File: config.mk
export PLATFORM = sky130hd
export DESIGN_NAME = mem_access_unit
export DESIGN_NICKNAME = d
export VERILOG_FILES = /design/src/rtl/mau_pkg.sv /design/src/rtl/mau_byte_lane.sv /design/src/rtl/mem_access_unit.sv
export SDC_FILE = /design/constraint.sdc
export NUM_CORES = 1
export LEC_CHECK = 0
export CAP_MARGIN = 20
export CORE_MARGIN = 3
export CORE_UTILIZATION = 40
export DETAILED_ROUTE_END_ITERATION = 8
export DONT_BUFFER_PORTS = 1
export SETUP_SLACK_MARGIN = 0.3
export SLEW_MARGIN = 40
export SYNTH_ARGS = -nofsm -noshare
export SYNTH_HDL_FRONTEND = slang
export SYNTH_SLANG_ARGS = --single-unit
File: constraint.sdc
create_clock -name clk -period 2.39 [get_ports clk]
set_clock_uncertainty 0.05 [all_clocks]
set_input_delay 0.239 -clock clk [delete_from_list [all_inputs] [get_ports clk]]
set_output_delay 0.239 -clock clk [all_outputs]
set_load 0.005 [all_outputs]
File: src/rtl/mau_pkg.sv
// Shared definitions for the memory access unit: size codes, FSM states and
// the misalignment rule used by the trap build.
package mau_pkg;

  localparam logic [1:0] MAU_SZ_BYTE = 2'b00;
  localparam logic [1:0] MAU_SZ_HALF = 2'b01;
  localparam logic [1:0] MAU_SZ_WORD = 2'b10;

  typedef enum logic [1:0] {
    ST_IDLE = 2'b00,
    ST_RD   = 2'b01,
    ST_WR   = 2'b10,
    ST_RESP = 2'b11
  } mau_state_t;

  // Size is expected already normalised (reserved 2'b11 mapped to word).
  function automatic logic mau_misaligned(input logic [1:0] size, input logic [1:0] offset);
    logic mis;
    case (size)
      MAU_SZ_BYTE: mis = 1'b0;
      MAU_SZ_HALF: mis = offset[0];
      default:     mis = (offset != 2'b00);
    endcase
    return mis;
  endfunction

endpackage

File: src/rtl/mau_byte_lane.sv
// Big-endian lane logic: extracts and extends load data, and merges store
// data into a word (a word-size merge replaces every lane).
module mau_byte_lane
  import mau_pkg::*;
(
  input  logic [31:0] word,
  input  logic [1:0]  size,
  input  logic [1:0]  offset,
  input  logic        sign_ext,
  input  logic [31:0] store_data,
  output logic [31:0] load_data,
  output logic [31:0] merged
);

  logic [4:0]  shift;
  logic [31:0] shifted;

  assign shifted = word >> shift;

  always_comb begin
    shift     = '0;
    load_data = word;
    case (size)
      MAU_SZ_BYTE: begin
        shift     = {2'd3 - offset, 3'b000};
        load_data = {{24{sign_ext & shifted[7]}}, shifted[7:0]};
      end
      MAU_SZ_HALF: begin
        shift     = {~offset[1], 4'b0000};
        load_data = {{16{sign_ext & shifted[15]}}, shifted[15:0]};
      end
      default: begin
        shift     = '0;
        load_data = word;
      end
    endcase
  end

  // Lane gi holds bits [8*gi+7:8*gi], i.e. byte offset 3-gi.
  genvar gi;
  generate
    for (gi = 0; gi < 4; gi++) begin : g_lane
      localparam logic [1:0] LANE_OFS = 2'(3 - gi);
      logic       hit;
      logic [7:0] src;

      always_comb begin
        hit = 1'b0;
        src = '0;
        case (size)
          MAU_SZ_BYTE: begin
            hit = (offset == LANE_OFS);
            src = store_data[7:0];
          end
          MAU_SZ_HALF: begin
            hit = (offset[1] == LANE_OFS[1]);
            src = store_data[8*(gi%2) +: 8];
          end
          default: begin
            hit = 1'b1;
            src = store_data[8*gi +: 8];
          end
        endcase
      end

      assign merged[8*gi +: 8] = hit ? src : word[8*gi +: 8];
    end
  endgenerate

endmodule

File: src/rtl/mem_access_unit.sv
// Load/store unit driving a word-wide memory without byte enables (sub-word
// stores use read-modify-write). Optional macro: MAU_MISALIGN_TRAP_EN.
module mem_access_unit
  import mau_pkg::*;
#(
  parameter int ADDR_W = 16,
  parameter int DATA_W = 32
) (
  input  logic              clk,
  input  logic              rst_n,
  input  logic              req_valid,
  output logic              req_ready,
  input  logic              req_we,
  input  logic [1:0]        req_size,
  input  logic              req_signed,
  input  logic [31:0]       req_addr,
  input  logic [DATA_W-1:0] req_wdata,
  output logic              resp_valid,
  output logic [DATA_W-1:0] resp_rdata,
  output logic              resp_err,
  output logic [ADDR_W-1:0] mem_addr,
  output logic              mem_read_en,
  output logic              mem_write_en,
  output logic [DATA_W-1:0] mem_write_data,
  input  logic [DATA_W-1:0] mem_read_data
);

  mau_state_t state_reg, state_next;

  logic              we_reg;
  logic [1:0]        size_reg;
  logic              signed_reg;
  logic              err_reg;
  logic [ADDR_W+1:0] addr_reg;
  logic [31:0]       wdata_reg;
  logic [31:0]       rword_reg;

  logic        accept;
  logic        trap_hit;
  logic [1:0]  size_norm;
  logic [1:0]  offset_aligned;
  logic [31:0] load_data;
  logic [31:0] merged;
  logic        unused_addr_hi;

  assign unused_addr_hi = ^req_addr[31:ADDR_W+2];

  assign req_ready = (state_reg == ST_IDLE);
  assign accept    = req_valid && req_ready;
  assign size_norm = (req_size == 2'b11) ? MAU_SZ_WORD : req_size;

`ifdef MAU_MISALIGN_TRAP_EN
  assign trap_hit = mau_misaligned(size_norm, req_addr[1:0]);
`else
  assign trap_hit = 1'b0;
`endif

  // Forcing low bits is harmless in the trap build: misaligned requests never reach memory.
  always_comb begin
    offset_aligned = req_addr[1:0];
    case (size_norm)
      MAU_SZ_BYTE: offset_aligned = req_addr[1:0];
      MAU_SZ_HALF: offset_aligned = {req_addr[1], 1'b0};
      default:     offset_aligned = 2'b00;
    endcase
  end

  always_ff @(posedge clk or negedge rst_n) begin
    if (!rst_n) begin
      state_reg  <= ST_IDLE;
      we_reg     <= 1'b0;
      size_reg   <= MAU_SZ_BYTE;
      signed_reg <= 1'b0;
      err_reg    <= 1'b0;
      addr_reg   <= '0;
      wdata_reg  <= '0;
      rword_reg  <= '0;
    end else begin
      state_reg <= state_next;
      if (accept) begin
        we_reg     <= req_we;
        size_reg   <= size_norm;
        signed_reg <= req_signed;
        err_reg    <= trap_hit;
        addr_reg   <= {req_addr[ADDR_W+1:2], offset_aligned};
        wdata_reg  <= req_wdata;
      end
      // Memory samples on the falling edge inside RD, so data is stable here.
      if (state_reg == ST_RD) begin
        rword_reg <= mem_read_data;
      end
    end
  end

  always_comb begin
    state_next   = state_reg;
    mem_read_en  = 1'b0;
    mem_write_en = 1'b0;
    resp_valid   = 1'b0;
    case (state_reg)
      ST_IDLE: begin
        if (accept) begin
          if (trap_hit)
            state_next = ST_RESP;
          else if (req_we && size_norm == MAU_SZ_WORD)
            state_next = ST_WR;
          else
            state_next = ST_RD;
        end
      end
      ST_RD: begin
        mem_read_en = 1'b1;
        state_next  = we_reg ? ST_WR : ST_RESP;
      end
      ST_WR: begin
        mem_write_en = 1'b1;
        state_next   = ST_RESP;
      end
      ST_RESP: begin
        resp_valid = 1'b1;
        state_next = ST_IDLE;
      end
      default: state_next = ST_IDLE;
    endcase
  end

  mau_byte_lane u_lane (
    .word       (rword_reg),
    .size       (size_reg),
    .offset     (addr_reg[1:0]),
    .sign_ext   (signed_reg),
    .store_data (wdata_reg),
    .load_data  (load_data),
    .merged     (merged)
  );

  assign mem_addr       = addr_reg[ADDR_W+1:2];
  assign mem_write_data = mem_write_en ? merged : '0;
  assign resp_rdata     = (resp_valid && !we_reg && !err_reg) ? load_data : '0;
  assign resp_err       = resp_valid & err_reg;

endmodule

; Word level (Yosys, flattened, before mapping)
; Cells that the tools add are included.
; Widths: inputs -> output; s select.
[totals]
romBits = 0
latchBits = 0
memories = 0
mem_bits_rw = 0
output_inout_bits = 85
in_bits = 103
register_bits = 88
[op_classes]
reduce_logical = 9
magnitude_cmp = 0
shifts = 1
n_mux = 24
n_eq_ne = 11
n_bitwise = 3
multipliers = 0
n_addsub = 1
n_div = 0
[op_table]
columns = cell, n
row1 = $mux 32, 2
row2 = $pmux 32 s2, 1
row3 = $mux 8, 6
row4 = $shr 32x5->16, 1
row5 = $pmux 8 s2, 1
row6 = $eq 2x2->1 const B, 6
row7 = $pmux 5 s2, 1
row8 = $eq 2x1->1 const B, 4
row9 = $logic_not 2->1, 4
row10 = $pmux 1 s2, 4
row11 = $pmux 2 s4, 1
row12 = $mux 2, 3
row13 = $mux 1, 4
row14 = $pmux 2 s2, 1
row15 = $logic_and 1x1->1, 3
row16 = $and 1x1->1, 2
row17 = $ne 2x1->1 const B, 1
row18 = $reduce_or 2->1, 1
row19 = $sub 2x2->2 const A, 1
row20 = $logic_not 1->1, 1
row21 = $not 1->1, 1

; Depth between registers and ports, before layout
[depth]
ltp_word = 7
depth_mapped = 7
mapped_depth_nobuf = 5

; Modules after synthesis
; Synthesis repeated with hierarchy kept, for this count alone.
[unflattened]
cells_unflattened = 507
hier_area_um2 = 5332.6
[by_module_without_submodules]
columns = module, instances, cells_each, area_per_inst_um2
row1 = mem_access_unit, 1, 292, 4007.6
row2 = mau_byte_lane, 1, 215, 1325.0

; Least setup slack after synthesis
; No wires, ideal clock.
[synth_path]
path_kind = register to output
from = register state_reg[0]
to = output mem_write_data[24]
slack_ps = 674
arrival_ps = 1427
path_stages_with_launch = 6
path_cell_list = dfrtp_1 > inv_1 > ha_1 > clkbuf_1 > nand2_1 > o31ai_1
[synth_via]
elab_chain_cells = 3
[synth_rtl]
columns = item, line
row1 = "start, declared", mem_access_unit.sv:28  ; mau_state_t state_reg, state_next;
row2 = "start signal, assigned", mem_access_unit.sv:79  ; state_reg <= state_next;
row3 = $eq 2x2->1, mem_access_unit.sv:100  ; case (state_reg)
row4 = $mux 1, mem_access_unit.sv:100
row5 = named net mem_write_en, mem_access_unit.sv:23  ; output logic mem_write_en,
row6 = $mux 32, mem_access_unit.sv:138  ; assign mem_write_data = mem_write_en ? merged : '0;
row7 = "end, declared", mem_access_unit.sv:24  ; output logic [DATA_W-1:0] mem_write_data,
; The timed path passes the listed nets, and every way through them passes these cells.

; Final worst setup path
[layout_path]
from = register addr_reg[0]
to = output mem_write_data[26]
[layout_via]
elab_chain_cells = 4
[layout_rtl]
columns = item, line
row1 = "start, declared", mem_access_unit.sv:34  ; logic [ADDR_W+1:0] addr_reg;
row2 = "start signal, assigned", mem_access_unit.sv:85  ; addr_reg <= {req_addr[ADDR_W+1:2], offset_aligned};
row3 = $logic_not 2->1, mau_byte_lane.sv:52  ; hit = (offset == LANE_OFS);
row4 = $pmux 1 s2, mau_byte_lane.sv:50  ; case (size)
row5 = $mux 8, mau_byte_lane.sv:66  ; assign merged[8*gi +: 8] = hit ? src : word[8*gi +: 8];
row6 = $mux 32, mem_access_unit.sv:138
; Every way passes these cells.

==> key figures <==
CTS
  • CTS Hold Bufs: 86
  • Clock Tree Root: clkbuf_16
  • Clk buf depth: 2
  • Latest clock arrival within the worst-skew pair: around 0.35 ns
  • H-tree Lvls: 3
  • CTS tree: done
  • Reg clk slew, reported paths: about 0.070 ns
  • Cts bufs inserted: 9
  • Clock Sinks: slightly below 90

Min path
  • Hold Crit Class: in -> async

Finish
  • Commonest non-fill, non-tap cell in the layout: dlygate4sd3_1
  • Layout area overhead: 50.5%
  • Layout net count: 726
  • Share of cells above drive strength 1: 0.478
  • Antenna diode count: 0
  • Most frequent cells in the layout: dlygate4sd3_1 (86), mux2_2 (85), dfrtp_1 (84)
  • Final Core Density: 0.622

Die
  • Core region area: 12,800 µm²
  • I/O Pins: between 150 and 200
  • Die span in x: between 100 and 150 µm
  • Die Y: around 120 µm
  • # rows: 41
  • Full die area: between 10,000 and 15,000 µm²
  • Initial Utilization: 0.413

Worst setup path
  • Flop2flop setup slack: 0.63 ns
  • Buf+Inv Stages, Crit Path: 3
  • Critical Path Slowest Stage Cell: dfrtp_4
  • Worst path required time: between 2 and 2.5 ns
  • Worst path depth: 6
  • Worst r2r path cells: 5
  • Max stage delay on crit path: 0.52 ns
  • Critical path arrival: 1.93 ns
  • Crit Path Max Fanout: 6
  • Critical Path Start Type: flip-flop
  • FF-to-FF End: wdata_reg[8]$_DFFE_PN0P_
  • CP endpoint kind: output pin
  • CP Class: reg -> out
  • Delay-heaviest family, CP: flip-flops
  • Reg2reg start: state_reg[0]$_DFFE_PN0P_
  • Cell Chain, Critical Path: buf_4 > buf_4 > or3_4 > a21oi_2 > o31ai_2 > buf_4
  • Worst path most repeated cell: buf_4

GRT
  • Global-route wire length before repair: 27,100 µm
  • Largest net degree at the start of global routing: 89
  • Vias in the first global route: 4,752
  • Initial antenna violation count: 0
  • Tot GR Track Use: 0.245
  • GR Overflow Total: 0

Pwr
  • Worst vdd ir: approximately 0.00095 V
  • Psw: 0.00505 W
  • Cell Int Power: 0.00668 W
  • Leak Pwr: 3.13 nW
  • Sequential share of power: 0.284
  • Clk network pwr share: 0.130
  • Pwr/cell area: approximately 1500 nW/µm²
  • Combinational power share: 0.586
  • Switching share of power: 0.430

Routing
  • Routed vias/inst: 5.88
  • DR pass1 iterations: 4
  • Vias: 4,684
  • Post-route ant nets: 0
  • WL/cell: 23.2 µm
  • DRT Wirelength: 18,400 µm
  • Post-route DRC violation count: 0
  • Initial DRC Count: 268

Run
  • # Max-Cap Violations: 0

Timing
  • Max-slew violation count: 0
  • FMAX: 0.450 GHz
  • Final Hold Slack: -0.469 ns
  • Post-layout min period: 2.22 ns
  • Final Hold Vio Count: 88
  • Setup TNS: 0 ns
  • Final setup viols: 0
  • RSZ-0062 raised after global routing: yes
  • Worst slew pin tran: 0.529 ns
  • Slew margin rel.: 0.646
  • Period utilization: 0.931

Synth
  • Complex-gate fraction of the synthesized area: 0.187
  • Synth cell types: 45
  • Post-synthesis simple-gate area fraction: 0.0903
  • Multiplexer share of the synthesized area: 0.225
  • Mapped cell area: 5280 µm²
  • EDFF count, synth: 0
  • Net Count, Synth: 595
  • Largest family of logic cells by synthesized area: multiplexers
  • Sequential share of the synthesized area: 0.417
  • Cells after Synth: 488
  • Post-synth top flop: dfrtp_1
  • Post-Synth Adder-Cell Area: 0.00948
  • Yosys Warn Count: 0
  • FFs w/ async S/R, synth: 1.00
  • Post-Synth XOR/XNOR Area: 0
  • Avg Cell Area, Syn: 10.8 µm²
  • Number of synthesized register bits: between 80 and 90

Run status
  • Failing checks: negative hold slack
  • Status: finished, violations left

Placed design
  • PortBufs: 0
  • Final Wtd Congestion: 0.882
  • Hpwl dp: 12,000 µm
==> kinds of logic after synthesis <==
family / count (synthesis)
flip-flops: 88
buffers and inverters: 66
other: 1
adder cells (fa/ha/maj): 4
multiplexers: 107
AO/OA/AOI/OAI: 140
AND/OR/NAND/NOR: 82
==> layout make-up <==
| type | count | area (µm²) |
|---|---|---|
| inverters | 7 | 33.8 |
| clock buffers | 10 | 229 |
| multi-input cells | 335 | 3410 |
| fillers | 986 | 4830 |
| repair inverters | 1 | 7.51 |
| well taps | 172 | 215 |
| clock inverters | 6 | 91.3 |
| flip-flops and latches | 88 | 2210 |
| repair buffers | 177 | 1740 |
==> metrics by stage <==
stage | total power [W] | worst slack [ns] | instances | hold WS [ns] | cell area, µm²
6_report | 0.0117 | 0.166 | 796 | -0.469 | 7940
5_1_grt | 0.0123 | 0.0969 | 796 | -0.491 | 7940
2_1_floorplan | 0.00628 | 0.674 | 488 | -0.107 | 5280
3_5_place_dp | 0.00775 | 0.272 | 653 | -0.103 | 5560
3_3_place_gp | 0.00764 | 0.273 | 653 | -0.104 | 5560
4_1_cts | 0.0106 | 0.192 | 781 | -0.484 | 7370
==> cells in the mapped netlist (all sizes together) (6+ instances only) <==
| master | number | area share |
|---|---|---|
| a2111oi | 6 | 0.010 |
| a211oi | 10 | 0.014 |
| a21oi | 16 | 0.015 |
| a311oi | 15 | 0.025 |
| and2 | 8 | 0.0095 |
| and3 | 7 | 0.0083 |
| buf | 44 | 0.054 |
| clkbuf | 15 | 0.011 |
| dfrtp | 88 | 0.42 |
| inv | 7 | 0.0050 |
| mux2 | 85 | 0.18 |
| mux2i | 22 | 0.044 |
| nand2 | 20 | 0.014 |
| nand2b | 10 | 0.013 |
| nand3 | 9 | 0.0085 |
| nor2 | 7 | 0.0064 |
| o21ai | 37 | 0.035 |
| o22ai | 14 | 0.017 |
| o2bb2ai | 16 | 0.027 |
| o311a | 8 | 0.015 |
| o31ai | 8 | 0.011 |
| or3 | 7 | 0.010 |
==> power by group through the flow <==
stage	combinational (W)	sequential [W]	clock [W]
finish	0.00687	0.00333	0.00152
global route	0.00733	0.00340	0.00161
CTS	0.00575	0.00325	0.00156
detailed placement	0.00444	0.00331	0
global placement	0.00434	0.00329	0
floorplan	0.00353	0.00275	0
==> how the worst max path moves through the flow <==
stage                                  start  slack (ns)            endpoint
floorplan           state_reg[0]$_DFFE_PN0P_        0.67  mem_write_data[24]
global placement     addr_reg[0]$_DFFE_PN0P_        0.27  mem_write_data[31]
detailed placement   addr_reg[0]$_DFFE_PN0P_        0.27       resp_rdata[5]
global route         size_reg[1]$_DFFE_PN0P_         0.1       resp_rdata[2]
finish               addr_reg[0]$_DFFE_PN0P_        0.17  mem_write_data[26]
CTS                  addr_reg[0]$_DFFE_PN0P_        0.19       resp_rdata[5]
==> layer usage <==
| metal | wire length (µm) | GRT usage |
|---|---|---|
| met3 | 1550 | 0.0793 |
| met1 | 7620 | 0.309 |
| met5 | 0 | 0 |
| met2 | 8860 | 0.399 |
| met4 | 411 | 0.0744 |
==> what timing repair did <==
action | in CTS | in global routing
endpoints found under the hold margin | 173 | 88
cloned | 1 | 4
setup endpoints to repair | 64 | 63
gates resized for setup | 101 | 74
pin swaps | 34 | 32
setup buffers | 25 | 11
(Power assumes the default switching activity.)
